**src/rtl/fpu_issue_ctrl_pkg.sv**
```systemverilog
// rtl/fpu_issue_ctrl_pkg.sv - shared float opcodes, FALUop codes and pipe entry type
package fpu_issue_ctrl_pkg;

    localparam logic [6:0] OP_RFSOP = 7'b1010011;
    localparam logic [6:0] OP_FSW   = 7'b0100111;

    localparam logic [4:0] FALU_FADD = 5'b00000;
    localparam logic [4:0] FALU_FSUB = 5'b00001;
    localparam logic [4:0] FALU_FMUL = 5'b00010;
    localparam logic [4:0] FALU_FDIV = 5'b00011;

    typedef struct packed {
        logic       valid;
        logic       reg_write;
        logic [4:0] rd;
    } pipe_entry_t;

    function automatic logic is_fdiv(input logic [4:0] falu_op);
        return falu_op == FALU_FDIV;
    endfunction

endpackage

```
**src/rtl/fpu_issue_ctrl_fdiv_timer.sv**
```systemverilog
// rtl/fpu_issue_ctrl_fdiv_timer.sv - divider occupancy counter and writeback strobe
module fdiv_timer #(
    parameter int DIV_LAT = 12
) (
    input  logic       clk,
    input  logic       rst,
    input  logic       start,
    output logic       busy,
    output logic [4:0] rem,
    output logic       done
);

    localparam logic [4:0] REM_INIT = 5'(DIV_LAT - 1);

    // rem counts the cycles left before the result cycle; done marks that cycle
    always_ff @(posedge clk or posedge rst) begin
        if (rst) begin
            busy <= 1'b0;
            rem  <= 5'd0;
        end else if (start) begin
            busy <= 1'b1;
            rem  <= REM_INIT;
        end else if (busy) begin
            if (rem == 5'd0) begin
                busy <= 1'b0;
            end else begin
                rem <= rem - 5'd1;
            end
        end
    end

    assign done = busy & (rem == 5'd0);

endmodule

```
**src/rtl/fpu_issue_ctrl.sv**
```systemverilog
// rtl/fpu_issue_ctrl.sv - float issue control: scoreboard, hazard stalls, pipe and divider writeback
module fpu_issue_ctrl
    import fpu_issue_ctrl_pkg::*;
#(
    parameter int PIPE_LAT = 3,
    parameter int DIV_LAT  = 12
) (
    input  logic        clk,
    input  logic        rst,
    input  logic        in_valid,
    output logic        in_ready,
    input  logic [4:0]  in_fRs1,
    input  logic [4:0]  in_fRs2,
    input  logic [4:0]  in_fRd,
    input  logic        in_regWrite,
    input  logic        in_save,
    input  logic [4:0]  in_FALUop,
    output logic        issue_valid,
    output logic        issue_div,
    output logic        div_busy,
    output logic        wb_valid,
    output logic [4:0]  wb_fRd,
    output logic        wb_sel,
    output logic [31:0] pending
);

    localparam logic [4:0] PIPE_REM = 5'(PIPE_LAT);

    logic        op_div;
    logic        raw_hazard;
    logic        waw_hazard;
    logic        div_hazard;
    logic        port_hazard;
    logic        stall;
    logic        fire;
    logic [4:0]  div_rem;
    logic        div_wb;
    logic        pipe_wb;
    logic [4:0]  div_rd;
    logic [31:0] set_mask;
    logic [31:0] clr_mask;

    pipe_entry_t pipe_in;
    pipe_entry_t pipe_q [PIPE_LAT];

    assign op_div = in_regWrite & is_fdiv(in_FALUop);

    // fsw only reads fRs2; non-float instructions read nothing
    assign raw_hazard  = (in_regWrite & pending[in_fRs1])
                       | ((in_regWrite | in_save) & pending[in_fRs2]);
    assign waw_hazard  = in_regWrite & pending[in_fRd];
    assign div_hazard  = op_div & div_busy;
    // a pipe op issued now would land on the same cycle as the divider result
    assign port_hazard = in_regWrite & ~op_div & div_busy & (div_rem == PIPE_REM);

    assign stall       = raw_hazard | waw_hazard | div_hazard | port_hazard;
    assign in_ready    = ~rst & ~stall;
    assign fire        = in_valid & in_ready;
    assign issue_valid = fire & (in_regWrite | in_save);
    assign issue_div   = issue_valid & op_div;

    always_comb begin
        pipe_in           = '0;
        pipe_in.valid     = issue_valid & ~op_div;
        pipe_in.reg_write = in_regWrite;
        pipe_in.rd        = in_fRd;
    end

    always_ff @(posedge clk or posedge rst) begin
        if (rst) begin
            for (int i = 0; i < PIPE_LAT; i++) begin
                pipe_q[i] <= '0;
            end
        end else begin
            pipe_q[0] <= pipe_in;
            for (int i = 1; i < PIPE_LAT; i++) begin
                pipe_q[i] <= pipe_q[i-1];
            end
        end
    end

    assign pipe_wb = pipe_q[PIPE_LAT-1].valid & pipe_q[PIPE_LAT-1].reg_write;

    fdiv_timer #(
        .DIV_LAT (DIV_LAT)
    ) u_fdiv_timer (
        .clk   (clk),
        .rst   (rst),
        .start (issue_div),
        .busy  (div_busy),
        .rem   (div_rem),
        .done  (div_wb)
    );

    always_ff @(posedge clk or posedge rst) begin
        if (rst) begin
            div_rd <= 5'd0;
        end else if (issue_div) begin
            div_rd <= in_fRd;
        end
    end

    assign wb_valid = pipe_wb | div_wb;
    assign wb_sel   = div_wb & ~pipe_wb;
    assign wb_fRd   = pipe_wb ? pipe_q[PIPE_LAT-1].rd :
                      div_wb  ? div_rd : 5'd0;

    // set and clear never hit the same bit: WAW stalls any issue to a pending rd
    assign set_mask = (issue_valid & in_regWrite) ? (32'd1 << in_fRd) : 32'd0;
    assign clr_mask = wb_valid ? (32'd1 << wb_fRd) : 32'd0;

    always_ff @(posedge clk or posedge rst) begin
        if (rst) begin
            pending <= 32'd0;
        end else begin
            pending <= (pending & ~clr_mask) | set_mask;
        end
    end

    assert property (@(posedge clk) disable iff (rst) !(pipe_wb && div_wb));

endmodule
```
**config.mk**
```make
export PLATFORM = sky130hd
export DESIGN_NAME = fpu_issue_ctrl
export DESIGN_NICKNAME = d
export VERILOG_FILES = /design/src/rtl/fpu_issue_ctrl_pkg.sv /design/src/rtl/fpu_issue_ctrl_fdiv_timer.sv /design/src/rtl/fpu_issue_ctrl.sv
export SDC_FILE = /design/constraint.sdc
export NUM_CORES = 1
export LEC_CHECK = 0
export CAP_MARGIN = 20
export CORE_ASPECT_RATIO = 1.5
export CORE_MARGIN = 3
export CORE_UTILIZATION = 30
export CTS_CLUSTER_SIZE = 20
export DETAILED_ROUTE_END_ITERATION = 10
export PLACE_DENSITY_LB_ADDON = 0.05
export RECOVER_POWER = 25
export SLEW_MARGIN = 20
export SYNTH_ARGS = -nofsm -noshare
export SYNTH_HDL_FRONTEND = slang
export SYNTH_SLANG_ARGS = --single-unit
```
**constraint.sdc**
```tcl
create_clock -name clk -period 6.4 [get_ports clk]
set_input_delay 1.28 -clock clk [delete_from_list [all_inputs] [get_ports clk]]
set_output_delay 1.28 -clock clk [all_outputs]
set_load 0.005 [all_outputs]
```
---- Yosys cells after proc, flatten, opt, wreduce, memory -nomap -nowiden ----
Index checks and enable logic that the tools add are counted.
cells by class
  $add $sub $neg .......................... 1
  magnitude comparators ................... 3
  equality and inequality tests ........... 3
  shift operators ......................... 2
  multiplexer cells ....................... 16
  bitwise operators ....................... 30
  reduce and logical (&&, ||, !) cells .... 3
operators with widths
  operator                                            count
  two-way mux 32 bit                                  2
  left shift 1 x 5 -> 32 bit, first input constant    2
  bitwise AND 32 bit                                  1
  NOT 32 bit                                          1
  bitwise OR 32 bit                                   1
  two-way mux 5 bit                                   5
  < comparator 5 x 6 -> 1 bit, second input constant  3
  bitwise AND 1 bit                                   17
  binary-select mux 1 bit (select 5 bit)              3
  == test 5 x 2 -> 1 bit, second input constant       2
  two-way mux 1 bit                                   6
  bitwise OR 1 bit                                    6
  zero test 5 bit                                     1
  subtractor 5 x 1 -> 5 bit, second input constant    1
  NOT 1 bit                                           4
  inequality test 2 bit, second input constant        1
  AND reduction 2 bit                                 1
  nonzero test 2 bit                                  1
word-level totals
  bits in registers ....................... 64
  bits of input ports ..................... 25
  output and inout port bits .............. 43

---- Depth between registers and ports, before layout ----
  depth after elaboration ................. 14
  gate-level depth with buffers ........... 12
  gate-level depth less buffers ........... 8

---- Modules after synthesis ----
Synthesis repeated with hierarchy kept, for this count alone.
unflattened totals
  cell total of the unflattened synthesis .. 371
  area, all modules ....................... 3657.3 µm²
modules (own cells, without submodules)
  module          instances  cells each  area each (µm²)  sequential area each (µm²)
  fpu_issue_ctrl  1          340         3345.7           1451.4
  fdiv_timer      1          31          311.5            150.1

---- Worst setup path after synthesis ----
Ideal clock, no wire load.
  path kind ............................... input to output
  start point ............................. input in_fRs1[2]
  end point ............................... output in_ready
  data arrival time ....................... 3112 ps
  setup slack ............................. 2008 ps
  cell stages on the path ................. 9
  buffers on the path ..................... 2
  path through ............................ clkbuf_1 > buf_2 > mux2i_1 > nand2_1 > nand4_1 > a21oi_1 > or4_4 > nand2b_1 > a21oi_1
on the way
  word-level cells in the longest chain between the ends .. 9
RTL lines
  item                                     line                  text
  start, declared                          fpu_issue_ctrl.sv:12  input logic [4:0] in_fRs1,
  binary-select mux 1 bit (select 5 bit)   fpu_issue_ctrl.sv:49  assign raw_hazard = (in_regWrite & pending[in_fRs1])
  two-way mux 1 bit (not written as such)  fpu_issue_ctrl.sv:49
  bitwise AND 1 bit                        fpu_issue_ctrl.sv:49
  bitwise OR 1 bit                         fpu_issue_ctrl.sv:50  | ((in_regWrite | in_save) & pending[in_fRs2]);
  bitwise OR 1 bit (3 in a row)            fpu_issue_ctrl.sv:56  assign stall = raw_hazard | waw_hazard | div_hazard | port_hazard;
  NOT 1 bit                                fpu_issue_ctrl.sv:57  assign in_ready = ~rst & ~stall;
  bitwise AND 1 bit                        fpu_issue_ctrl.sv:57
  end, declared                            fpu_issue_ctrl.sv:11  output logic in_ready,
Every way passes these cells. The select of a mux whose other input is x is not followed.

---- Worst setup path after layout ----
  start point ............................. input in_fRd[1]
  end point ............................... output in_ready
on the way
  word-level cells in the longest chain between the ends .. 8
RTL lines
  item                                     line                  text
  start, declared                          fpu_issue_ctrl.sv:14  input logic [4:0] in_fRd,
  binary-select mux 1 bit (select 5 bit)   fpu_issue_ctrl.sv:51  assign waw_hazard = in_regWrite & pending[in_fRd];
  two-way mux 1 bit (not written as such)  fpu_issue_ctrl.sv:51
  bitwise AND 1 bit                        fpu_issue_ctrl.sv:51
  bitwise OR 1 bit (3 in a row)            fpu_issue_ctrl.sv:56
  NOT 1 bit                                fpu_issue_ctrl.sv:57
  bitwise AND 1 bit                        fpu_issue_ctrl.sv:57
Every way passes these cells. The select of a mux whose other input is x is not followed.

==> impl_metrics.json <==
{
  "dr.first_iter.drc_count": 298,
  "drc_errors": 0,
  "synthCells": 384,
  "cts_setup_buffers": 0,
  "synth_edf_count": 0,
  "cts_buffers": 9,
  "grt_pass1_vias": 3476,
  "p_int_w": 0.000932,
  "synth_nets": 412,
  "antenna_found_initial": 0,
  "cap_viol_max_count": 1,
  "synth_top_area_share_pct": 43.5,
  "overflow": 0,
  "tightest_slew_ns": 3.42,
  "rr_worst_depth": 6,
  "ys_warn_count": 0,
  "critPathArrivalTime_ns": 4.42,
  "numPortBuffers": 67,
  "cts_resized": 0,
  "syn2layout_area_growth_pct": 31.1,
  "max_slew_margin_pct": -128,
  "cp-start-kind": "input port",
  "synth.area.top_cells": "dfrtp_1 44%, mux2i_1 12%, o31ai_1 6.5%",
  "powerDensity_mw_per_mm2": 260,
  "place_inst": 584,
  "seqPwrFrac_pct": 38.3,
  "max_freq_mhz": 175,
  "ioPinCount": 68,
  "synth_flop_cell": "dfrtp_1",
  "p_leak_nw": 1.88,
  "die_x_um": 96.4,
  "antenna_cells": 0,
  "groute.usage.overall_pct": 19.6,
  "hold_viol_final": 0,
  "ant_nets": 0,
  "core_mm2": 0.0118,
  "endpoint": "in_ready",
  "clkTransAtPathRegs_ns": 0.05,
  "start_util_pct": 31.2,
  "root_buffer": "clkbuf_16",
  "place.gp.congestion": 0.868,
  "holdCritPathClass": "flip-flop to flip-flop",
  "utilization_pct": 41.0,
  "rsz0062_at_grt": "false",
  "cts_max_level": 3,
  "grt_start_max_net_pins": 65,
  "dieHeight_um": 142,
  "power_switching_w": 0.000321,
  "period_minus_slack_ns": 5.70,
  "seqCellArea_mm2": 0.00160,
  "reg2reg_to": "pending[1]$_DFF_PP0_",
  "finalSetupViolations": 0,
  "cp_max_fo": 12,
  "yosysSeqAreaShare_pct": 43.5,
  "crit_type": "input port to output pin",
  "firstDrtPassIters": 4,
  "synthDistinctLibCells": 48,
  "clk_path_buf_depth": 2,
  "routedWlPerCell_um": 21.3,
  "slew_viol_final": 65,
  "vdd_drop_max_uv": 169,
  "final_cells": 600,
  "routed_wl_mm": 12.8,
  "synthArstFlopShare_pct": 100,
  "reg2reg_setup_slack_ns": 3.33,
  "critPathRequiredTime_ns": 5.12,
  "clkPwrFrac_pct": 46.4,
  "viasPerCell": 5.58,
  "fin_nets": 473,
  "num_rows": 48,
  "nFillCells": 1201,
  "whs_ns": 0.345,
  "drive_gt1_share_pct": 6.00,
  "grt_pass1_wl_mm": 19.7,
  "r2r-start": "pending[1]$_DFF_PP0_",
  "cts_tree": "yes",
  "total_power_w": 0.00125,
  "setup-tns-final_ns": 0,
  "status": "finished with violations",
  "fp.dieArea_mm2": 0.0137,
  "dpl.hpwl_mm": 9.43,
  "clock_latency_ns": 0.34,
  "worstSetupEndpointType": "output pin",
  "fin_crit_sh_pct": 89.1,
  "violations": "capacitance limit, slew limit",
  "ys_ff_latch": 64,
  "crit_path_start": "in_fRd[1]",
  "postCtsHoldBufs": 0,
  "syn_area_mm2": 0.00368,
  "syn_area_per_cell_um2": 9.58,
  "clock_skew_ns": 0.00609,
  "combPwrFrac_pct": 15.3,
  "synth_largest_area_cell": "dfrtp_1",
  "cts_num_sinks": 64,
  "multi_input_area_mm2": 0.00193,
  "vias": 3349,
  "sw_frac_of_total_pct": 25.6
}
-- synth_stat cells (2+ instances only) --
master and n:
dfrtp_1 64, mux2i_1 44, nand2_1 41, o21ai_0 40, o31ai_1 32, a21oi_1 16
nand3_1 16, nor2_1 14, clkbuf_1 13, nor3_1 12, nor2b_1 10, a22oi_1 8
inv_1 7, nand2b_1 7, nand4_1 5, a31oi_1 4, and2_1 4, buf_6 4
buf_2 3, ha_1 3, mux2_1 3, xnor2_1 3, a211oi_1 2, and4_1 2
buf_1 2, nor4_1 2, o211ai_1 2
-- power by group through the flow --
stage                     sequential [W]  clock (W)  combinational [W]
after floorplan                 0.000473          0           0.000118
after global placement          0.000487          0           0.000192
after detailed placement        0.000485          0           0.000195
after CTS                       0.000479   0.000590           0.000196
after global routing            0.000484   0.000613           0.000215
final                           0.000479   0.000581           0.000192
-- area by class of cell --
cell class	count	share of cell area, %
clock buffer	11	5.24
clock inverter	5	2.13
inverter	7	0.545
multi-input combinational	291	40.1
sequential	64	33.2
tap	150	3.89
timing repair buffer	72	14.9
-- critical path, stage by stage --
cell and delay, ns:
dlygate4sd3_1 0.93, mux4_2 0.42, o2111ai_1 0.20, nand4_1 0.13, or4_4 0.61, nand2b_1 0.17
a21oi_1 0.16, clkdlybuf4s50_1 0.52
-- cell usage in the layout (no fill, tap or decap), types with 5 or more instances in the layout --
cell type	count
clkbuf_16	9
nand3_1	16
a21oi_1	16
dlygate4sd3_1	7
nand2_1	41
nor2b_1	10
dfrtp_1	64
nand2b_1	7
a22oi_1	8
inv_1	6
nor2_1	14
clkdlybuf4s50_1	60
mux2i_1	44
o31ai_1	32
nand4_1	5
nor3_1	12
o21ai_0	40
-- state kept, by name, indices dropped and copies added (netlist names) --
name / flops
div_rd: 5
pending: 32
pipe_q: 21
u_fdiv_timer.busy: 1
u_fdiv_timer.rem: 5
-- cell families after synthesis --
group	Yosys count	synth area share, %
AO/OA/AOI/OAI	112	19.1
XOR/XNOR	4	0.953
adder cells (fa/ha/maj)	3	1.02
buffers and inverters	29	3.88
flip-flops	64	43.5
multiplexers	50	14.5
AND/OR/NAND/NOR	122	17.0
-- how the worst min path moves through the flow --
stage                             start             endpoint  slack, ns  cells after the start
global placement    pipe_q[8]$_DFF_PP0_  pipe_q[1]$_DFF_PP0_       0.33                      0
finish              pipe_q[7]$_DFF_PP0_  pipe_q[0]$_DFF_PP0_       0.34                      0
floorplan           pipe_q[7]$_DFF_PP0_  pipe_q[0]$_DFF_PP0_       0.33                      0
global route        pipe_q[7]$_DFF_PP0_  pipe_q[0]$_DFF_PP0_       0.35                      0
CTS                 pipe_q[7]$_DFF_PP0_  pipe_q[0]$_DFF_PP0_       0.35                      0
detailed placement  pipe_q[7]$_DFF_PP0_  pipe_q[0]$_DFF_PP0_       0.34                      0
-- through the flow --
stage | cell area (um2) | setup WS [ns]
global placement | 4470 | 0.858
CTS | 4830 | 0.777
detailed placement | 4470 | 0.798
global route | 4820 | 0.505
floorplan | 3680 | 2.01
finish | 4820 | 0.700
-- routing by layer --
layer | track usage [%] | wire [um]
met1 | 22.4 | 4930
met3 | 3.61 | 645
met2 | 33.8 | 6660
met4 | 10.8 | 561
met5 | 0 | 0
Power figures use the tool's default switching activity.
